==> config.mk <==
export PLATFORM = sky130hd
export DESIGN_NAME = instr_fetch_queue
export DESIGN_NICKNAME = d
export VERILOG_FILES = /design/src/rtl/gpu_pkg.sv /design/src/rtl/instr_fifo.sv /design/src/rtl/instr_fetch_queue.sv
export SDC_FILE = /design/constraint.sdc
export NUM_CORES = 1
export LEC_CHECK = 0
export BUFFER_PORTS_ARGS = -buffer_cell sky130_fd_sc_hd__buf_4
export CORE_ASPECT_RATIO = 0.5
export CORE_MARGIN = 2
export CORE_UTILIZATION = 52
export CTS_CLUSTER_DIAMETER = 60
export DETAILED_ROUTE_END_ITERATION = 8
export PLACE_DENSITY = 0.81
export SLEW_MARGIN = 15
export SYNTH_ARGS = -nofsm -noshare
export SYNTH_HDL_FRONTEND = slang
export SYNTH_SLANG_ARGS = --single-unit
==> constraint.sdc <==
create_clock -name clk -period 2.3 [get_ports clk]
set_clock_uncertainty 0.2 [all_clocks]
set_input_delay 0.23 -clock clk [delete_from_list [all_inputs] [get_ports clk]]
set_output_delay 0.23 -clock clk [all_outputs]
set_load 0.02 [all_outputs]
==> src/rtl/gpu_pkg.sv <==
// Shared GPU front-end types: instruction/address widths, opcodes and fetch states.
// The opcode field sits in bits [15:12] of every instruction word.
package gpu_pkg;
  localparam int INSTR_W  = 32;
  localparam int PC_W_DEF = 8;

  typedef enum logic [3:0] {
    OP_ADD  = 4'b0000,
    OP_SUB  = 4'b0001,
    OP_MUL  = 4'b0010,
    OP_AND  = 4'b0011,
    OP_OR   = 4'b0100,
    OP_XOR  = 4'b0101,
    OP_LW   = 4'b0110,
    OP_SW   = 4'b0111,
    OP_BR   = 4'b1000,
    OP_HALT = 4'b1111
  } opcode_t;

  typedef enum logic [1:0] {
    FS_IDLE   = 2'd0,
    FS_RUN    = 2'd1,
    FS_HALTED = 2'd2
  } fetch_state_t;

  function automatic logic is_halt(input logic [3:0] op);
    return op == OP_HALT;
  endfunction
endpackage

==> src/rtl/instr_fifo.sv <==
// Synchronous FIFO with show-ahead head (dout is the current head, no read latency)
// and a flush that empties it in one cycle. DEPTH must be a power of two.
module instr_fifo #(
  parameter int W     = 40,
  parameter int DEPTH = 4
)(
  input  logic                   clk,
  input  logic                   rst_n,
  input  logic                   flush,
  input  logic                   push,
  input  logic [W-1:0]           din,
  input  logic                   pop,
  output logic [W-1:0]           dout,
  output logic                   empty,
  output logic [$clog2(DEPTH):0] count
);
  localparam int AW = $clog2(DEPTH);
  localparam logic [AW:0] DEPTH_C = (AW+1)'(DEPTH);

  logic [W-1:0]  mem_q [DEPTH];
  logic [AW-1:0] wr_q, wr_d, rd_q, rd_d;
  logic [AW:0]   cnt_q, cnt_d;
  logic          do_push, do_pop;

  assign do_push = push && (cnt_q != DEPTH_C);
  assign do_pop  = pop && (cnt_q != '0);

  always_comb begin
    wr_d  = wr_q;
    rd_d  = rd_q;
    cnt_d = cnt_q;
    if (flush) begin
      wr_d  = '0;
      rd_d  = '0;
      cnt_d = '0;
    end else begin
      if (do_push) wr_d = wr_q + AW'(1);
      if (do_pop)  rd_d = rd_q + AW'(1);
      cnt_d = cnt_q + {{AW{1'b0}}, do_push} - {{AW{1'b0}}, do_pop};
    end
  end

  always_ff @(posedge clk or negedge rst_n) begin
    if (!rst_n) begin
      wr_q  <= '0;
      rd_q  <= '0;
      cnt_q <= '0;
    end else begin
      wr_q  <= wr_d;
      rd_q  <= rd_d;
      cnt_q <= cnt_d;
    end
  end

  // Storage carries no reset; emptiness is tracked solely by cnt_q.
  always_ff @(posedge clk) begin
    if (do_push && !flush) mem_q[wr_q] <= din;
  end

  assign dout  = mem_q[rd_q];
  assign empty = (cnt_q == '0);
  assign count = cnt_q;
endmodule

==> src/rtl/instr_fetch_queue.sv <==
// Instruction fetch unit: issues one-cycle-latency imem reads into a small queue,
// stops at a HALT word and restarts on redirect, which flushes everything in flight.
module instr_fetch_queue
  import gpu_pkg::*;
#(
  parameter int              PC_W     = PC_W_DEF,
  parameter int              DEPTH    = 4,
  parameter logic [PC_W-1:0] START_PC = '0
)(
  input  logic               clk,
  input  logic               reset,
  input  logic               start,
  output logic               imem_req,
  output logic [PC_W-1:0]    imem_addr,
  input  logic [INSTR_W-1:0] imem_rdata,
  output logic               instr_valid,
  input  logic               instr_ready,
  output logic [INSTR_W-1:0] instr_out,
  output logic [PC_W-1:0]    instr_pc,
  input  logic               redirect_valid,
  input  logic [PC_W-1:0]    redirect_pc,
  output logic               busy,
  output logic               halted
);
  localparam int CW = $clog2(DEPTH) + 1;
  localparam int EW = INSTR_W + PC_W;
  localparam logic [CW:0] DEPTH_L = (CW+1)'(DEPTH);

  fetch_state_t    state_q, state_d;
  logic [PC_W-1:0] pc_q, pc_d, rsp_pc_q, rsp_pc_d;
  logic            inflight_q, inflight_d;
  logic            req, push, pop, empty;
  logic [CW-1:0]   count;
  logic [CW:0]     occ;
  logic [EW-1:0]   head;

  instr_fifo #(.W(EW), .DEPTH(DEPTH)) u_fifo (
    .clk   (clk),
    .rst_n (reset),
    .flush (redirect_valid),
    .push  (push),
    .din   ({rsp_pc_q, imem_rdata}),
    .pop   (pop),
    .dout  (head),
    .empty (empty),
    .count (count)
  );

  // Credit check counts the outstanding response so the queue can never overflow.
  assign occ  = {1'b0, count} + {{CW{1'b0}}, inflight_q};
  assign req  = (state_q == FS_RUN) && !redirect_valid && (occ < DEPTH_L);
  // Only RUN accepts responses: post-HALT and post-reset returns are dropped.
  assign push = inflight_q && (state_q == FS_RUN) && !redirect_valid;
  assign pop  = !empty && instr_ready && !redirect_valid;

  always_comb begin
    state_d    = state_q;
    pc_d       = pc_q;
    inflight_d = req;
    rsp_pc_d   = pc_q;
    if (redirect_valid) begin
      state_d = FS_RUN;
      pc_d    = redirect_pc;
    end else begin
      if (state_q == FS_IDLE && start) begin
        state_d = FS_RUN;
        pc_d    = START_PC;
      end
      if (req) pc_d = pc_q + PC_W'(1);
      if (push && is_halt(imem_rdata[15:12])) state_d = FS_HALTED;
    end
  end

  always_ff @(posedge clk or negedge reset) begin
    if (!reset) begin
      state_q    <= FS_IDLE;
      pc_q       <= START_PC;
      inflight_q <= 1'b0;
      rsp_pc_q   <= '0;
    end else begin
      state_q    <= state_d;
      pc_q       <= pc_d;
      inflight_q <= inflight_d;
      rsp_pc_q   <= rsp_pc_d;
    end
  end

  assign imem_req    = req;
  assign imem_addr   = req ? pc_q : '0;
  assign instr_valid = !empty;
  assign instr_out   = empty ? '0 : head[INSTR_W-1:0];
  assign instr_pc    = empty ? '0 : head[EW-1:INSTR_W];
  assign busy        = (state_q == FS_RUN);
  assign halted      = (state_q == FS_HALTED);
endmodule

* Word level (Yosys, flattened, before mapping)
Memory sizes are Yosys's and may differ from the RTL's.
Cells that the tools add are included.
W data, S select, Z words.
** Word-level totals
- Register bits :: 26
- Memory bits (writable) :: 160
- Input port bits :: 45
- Output and inout bits :: 52
- Logic and storage cells :: 55
- Memories kept :: 1
** Operators by class
- $add $sub $neg :: 6
- Magnitude comparators :: 1
- Eq/ne operators :: 4
- Multiplexer cells :: 16
- Reduce and logical (&&, ||, !) cells :: 20
** Memory list
- u_fifo.mem_q :: depth 4, bits a word 40, rd ports 1, clocked after Yosys merged registers in 0, wr ports 1, RTL line instr_fifo.sv:20 : logic [W-1:0] mem_q [DEPTH];
** Operators by type and width (number)
- $mux W8 :: 5
- $mux W32 :: 1
- $mux W2 :: 7
- $logic_and A1 B1 Y1 :: 11
- $reduce_bool A3 Y1 :: 3
- $add A8 B1 Y8 const B :: 1
- $add A2 B1 Y2 const B :: 2
- $add A3 B1 Y4 :: 1
- $eq A4 B4 Y1 const B :: 1
- $lt A4 B3 Y1 const B :: 1
- $reduce_bool A2 Y1 :: 2
- $add A3 B1 Y3 :: 1
- $logic_not A3 Y1 :: 1
- $mux W3 :: 1
- $ne A3 B3 Y1 const B :: 1
- $sub A3 B1 Y3 :: 1
- $eq A2 B1 Y1 const B :: 1
- $eq A2 B2 Y1 const B :: 1
- $logic_not A1 Y1 :: 2
- $logic_not A2 Y1 :: 1
- $mux W1 :: 2

* Longest topological paths before layout
- Depth after elaboration :: 7
- Gate-level depth with buffers :: 11
- Gate-level depth less buffers :: 10

* By module
From an unflattened synthesis, not the netlist that was laid out.
** Second synthesis, totals
- Cell total of the unflattened synthesis :: 390
- Area total of the unflattened synthesis :: 7543.5 um^2
** Modules (own cells, without submodules)
- instr_fifo :: instances 1, cells an instance 258, area an instance 6383.6 um^2, seq. area each 4979.8 um^2
- instr_fetch_queue :: instances 1, cells an instance 132, area an instance 1159.9 um^2, seq. area each 475.5 um^2

* Least setup slack after synthesis
OpenSTA, ideal clock, no wires.
- Kind :: reg-to-reg
- Start :: register state_q[1]
- End :: memory u_fifo.mem_q[1][0] (enable)
- Library setup time :: 0.401 ns
- Arrival time :: 1.930 ns
- Data required time :: 1.699 ns
- Slack :: -0.231 ns
- Cell stages (with the launch flop) :: 4
- Buffers on the path :: 0
- Period minus slack after synthesis :: 2.531 ns
- Path through :: dfrtp_1 nand4bb_1 a21oi_2 and2_1
** On the way
- Longest elaborated chain between the ends :: 7
** Ends and longest elaborated chain
- start, declared :: RTL line instr_fetch_queue.sv:29 : fetch_state_t state_q, state_d;
- start signal, assigned :: RTL line instr_fetch_queue.sv:81 : state_q <= state_d;
- $eq A2 B1 Y1 :: RTL line instr_fetch_queue.sv:53 : assign push = inflight_q && (state_q == FS_RUN) && !redirect_valid;
- $logic_and A1 B1 Y1 (2 in series) :: RTL line instr_fetch_queue.sv:53
- $logic_and A1 B1 Y1 :: RTL line instr_fifo.sv:25 : assign do_push = push && (cnt_q != DEPTH_C);
- $logic_and A1 B1 Y1 :: RTL line instr_fifo.sv:57 : if (do_push && !flush) mem_q[wr_q] <= din;
- $mux W1 :: RTL line instr_fifo.sv:57
- $mux W1 (implied by the code) :: RTL line instr_fifo.sv:57
- end, declared :: RTL line instr_fifo.sv:20
No other way between the ends.

* Final worst setup path
- Start :: register u_fifo.rd_q[0]
- End :: output instr_out[17]
** On the way
- Longest elaborated chain between the ends :: 2
** Ends and longest elaborated chain
- start, declared :: RTL line instr_fifo.sv:21 : logic [AW-1:0] wr_q, wr_d, rd_q, rd_d;
- start signal, assigned :: RTL line instr_fifo.sv:50 : rd_q <= rd_d;
- $mem_v2 Z4 W40
- $mux W32 :: RTL line instr_fetch_queue.sv:91 : assign instr_out = empty ? '0 : head[INSTR_W-1:0];
- end, declared :: RTL line instr_fetch_queue.sv:18 : output logic [INSTR_W-1:0] instr_out,
No other way between the ends.

==> results.tsv <==
stage	metric	value	unit
run_status	outcome	finished, violations left	
run_status	violations	negative setup slack	
timing	fin_hold_ws	0.0215	ns
logic_synthesis	ys_top_cells_by_area	edfxtp_1, mux4_2, dfrtp_1, and2_1, ha_1	
logic_synthesis	synthCells	387	
critical_path	worst-path-max-fanout	6	
place	dp_hpwl	8.75	mm
logic_synthesis	ys.warnings.count	0	
critical_path	reg2reg_depth	9	
timing	finalSetupViolations	46	
place	io_buffers	96	
floorplanning	pin_count	97	
drt	routedWlPerCell	20.2	um
drt	drtIter0Drc	216	
global_route	antenna_found_initial	0	
clock_network	clock_tree.htree_level_count	4	
finish	nets	609	
drt	dr.pass1.iters	4	
finish	design_area	0.00991	mm2
hold_path	holdPathStages	5	
hold_path	holdPathEnd	pc_q[7]	
drt	dr_total_vias	4139	
hold_path	worstHoldStart	redirect_pc[7]	
drt	viasPerCell	5.45	
critical_path	worst_setup_path_start_kind	register	
logic_synthesis	netlist.top_cell.by_area	edfxtp_1	
finish	mostFrequentLayoutCell	edfxtp_1	
finish	drive_above_1_share	44.4	%
timing	max_freq	0.419	GHz
drt	wirelength	15.4	mm
floorplanning	std_cell_rows	30	
critical_path	worst-setup-path-type	reg2out	
critical_path	reg2reg_to	u_fifo.count[1]	
timing	slew_viol_final	0	
floorplanning	die_height	88.1	um
power	p_leak	3.59	nW
drt	drc	0	
floorplanning	start_util	53.7	%
timing	period_share	104	%
clock_network	clk_pin_slew_worst_paths	0.06	ns
finish	final_core_utilization	72.3	%
clock_network	cts-buffers-inserted	17	
timing	rsz0062_at_grt	true	
power	vdd_ir_drop_max	576	uV
critical_path	critPathRequiredTime	1.87	ns
floorplanning	die_area	0.0152	mm2
logic_synthesis	avgSynthCellArea	19.0	um2
logic_synthesis	async_flop_share	14.0	%
place	post_dp_cell_area	0.00848	mm2
logic_synthesis	syn_area	0.00736	mm2
flow_run	cap_violations	0	
logic_synthesis	syn_nets	441	
timing	max_slew_margin	66.8	%
finish	layout.cells.non_filler	760	
logic_synthesis	synthDominantCellAreaShare	65.3	%
timing	hold_violations	0	
timing	setup_ws	-0.0875	ns
global_route	grt_first_pass_wirelength	23.2	mm
logic_synthesis	ys_seq_elements	186	
clock_network	numClockSinks	186	
hold_path	hold_path_class	in2reg	
global_route	grt_overflow	0	
floorplanning	coreArea	0.0137	mm2
finish	antenna-diode-count	0	
timing	period_minus_slack	2.39	ns
logic_synthesis	yosysSeqAreaShare	74.2	%
global_route	first_global_vias	4259	
critical_path	r2r_start	u_fifo.count[2]	
logic_synthesis	synth_edf_count	160	
clock_network	cts_tree	built	
clock_network	clock_latency	0.42	ns
power	power_density	1130	mW/mm2
timing	fin_tns_setup	-1.40	ns
critical_path	worstPathArrival	1.96	ns
drt	drtAntennaViolNets	0	
timing	max_slew.worst_pin.slew	0.498	ns
clock_network	cts.path.max_buffers	2	
global_route	grt_max_degree	43	
finish	nFillCells	824	
critical_path	critPathCaptureType	output port	
place	gp_congestion	0.830	
critical_path	r2r_setup_slack	0.02	ns
logic_synthesis	synth_ff_type	edfxtp_1	
floorplanning	die_w	172	um
global_route	grt.total_usage	21.3	%
finish	area_growth	34.7	%
logic_synthesis	synth_cell_type_count	39	
finish	layout_common_cells	edfxtp_1, buf_4, dlygate4sd3_1, buf_6	
clock_network	root_buffer	clkbuf_16	
place	dpl.cell_count	675	
## synthesized netlist by cell type, types with 4 or more instances
master,n
edfxtp_1,160
and2_1,52
mux4_2,40
dfrtp_1,26
nand3_1,11
nor2_1,11
nand2_1,10
ha_1,8
buf_2,7
clkbuf_1,7
inv_1,7
nor3_1,4
o21ai_0,4
## final cells by class
cell class	instances	area (um2)	area share (%)
Multi-Input combinational cell	175	1910	19.3
Clock buffer	18	429	4.33
Inverter	7	26.3	0.265
Timing Repair Buffer	168	1680	16.9
Tap cell	192	240	2.43
Sequential cell	186	5460	55.1
Clock inverter	14	161	1.63
## per-stage QoR
step	setup WS, ns	power [mW]
global placement	0.0631	7.35
global route	-0.129	11.6
floorplan	-0.0686	6.16
finish	-0.0875	11.2
CTS	-0.0916	11.0
detailed placement	-0.00563	7.42
## how the worst max path moves through the flow
stage | slack [ns] | end | startpoint
3_3_place_gp | 0.06 | u_fifo.count[1] | u_fifo.count[0]
2_1_floorplan | -0.07 | u_fifo.count[1] | u_fifo.count[0]
5_1_grt | -0.13 | instr_out[17] | u_fifo.rd_q[0]
6_report | -0.09 | instr_out[17] | u_fifo.rd_q[0]
3_5_place_dp | -0.006 | u_fifo.count[1] | u_fifo.count[0]
4_1_cts | -0.09 | instr_out[31] | u_fifo.rd_q[0]
## repair_timing
item,4_1_cts,5_1_grt
resized for setup,65,26
buffers inserted,5,4
hold endpoints to repair,167,0
pin swaps,0,3
setup endpoints to repair,50,50
hold buffers,42,0
gates cloned,2,0
## metal layers
metal,track usage [%],vias up,part of all wire [%]
li1,-,1851,-
met1,27.4,2126,41
met2,37.0,140,53
met3,4.11,22,4.0
met4,8.17,0,1.8
met5,0,-,0
## state kept, by name, indices dropped and copies added, names as in the netlist
| name | count |
|---|---|
| pc_q | 8 |
| u_fifo.count | 3 |
| rsp_pc_q | 8 |
| u_fifo.mem_q | 160 |
| u_fifo.wr_q | 2 |
| state_q | 2 |
| inflight_q | 1 |
| u_fifo.rd_q | 2 |
## worst max-delay path, cell delays in order (launching register included)
cell     delay [ns]
dfrtp_2        0.45
buf_12         0.15
buf_16         0.13
mux4_2         0.51
and2_4         0.18
buf_6          0.12
## cell families (layout without fill, tap and decap cells)
family,count (synthesis),after routing,share of synthesized area [%]
fa+ha+maj,9,9,1.63
xor+xnor,5,5,0.595
compound gates,19,19,1.85
simple gates,101,101,7.82
buf+inv,26,207,1.55
mux,41,41,12.4
flops,186,186,74.2
## where the power goes
part           leakage, nW  internal, mW  total, mW  switching (mW)
clock network        0.278          1.63       2.88            1.26
registers             1.77          3.99       4.20           0.210
logic                 1.54          2.24       4.13            1.89
Power figures use the tool's default switching activity.
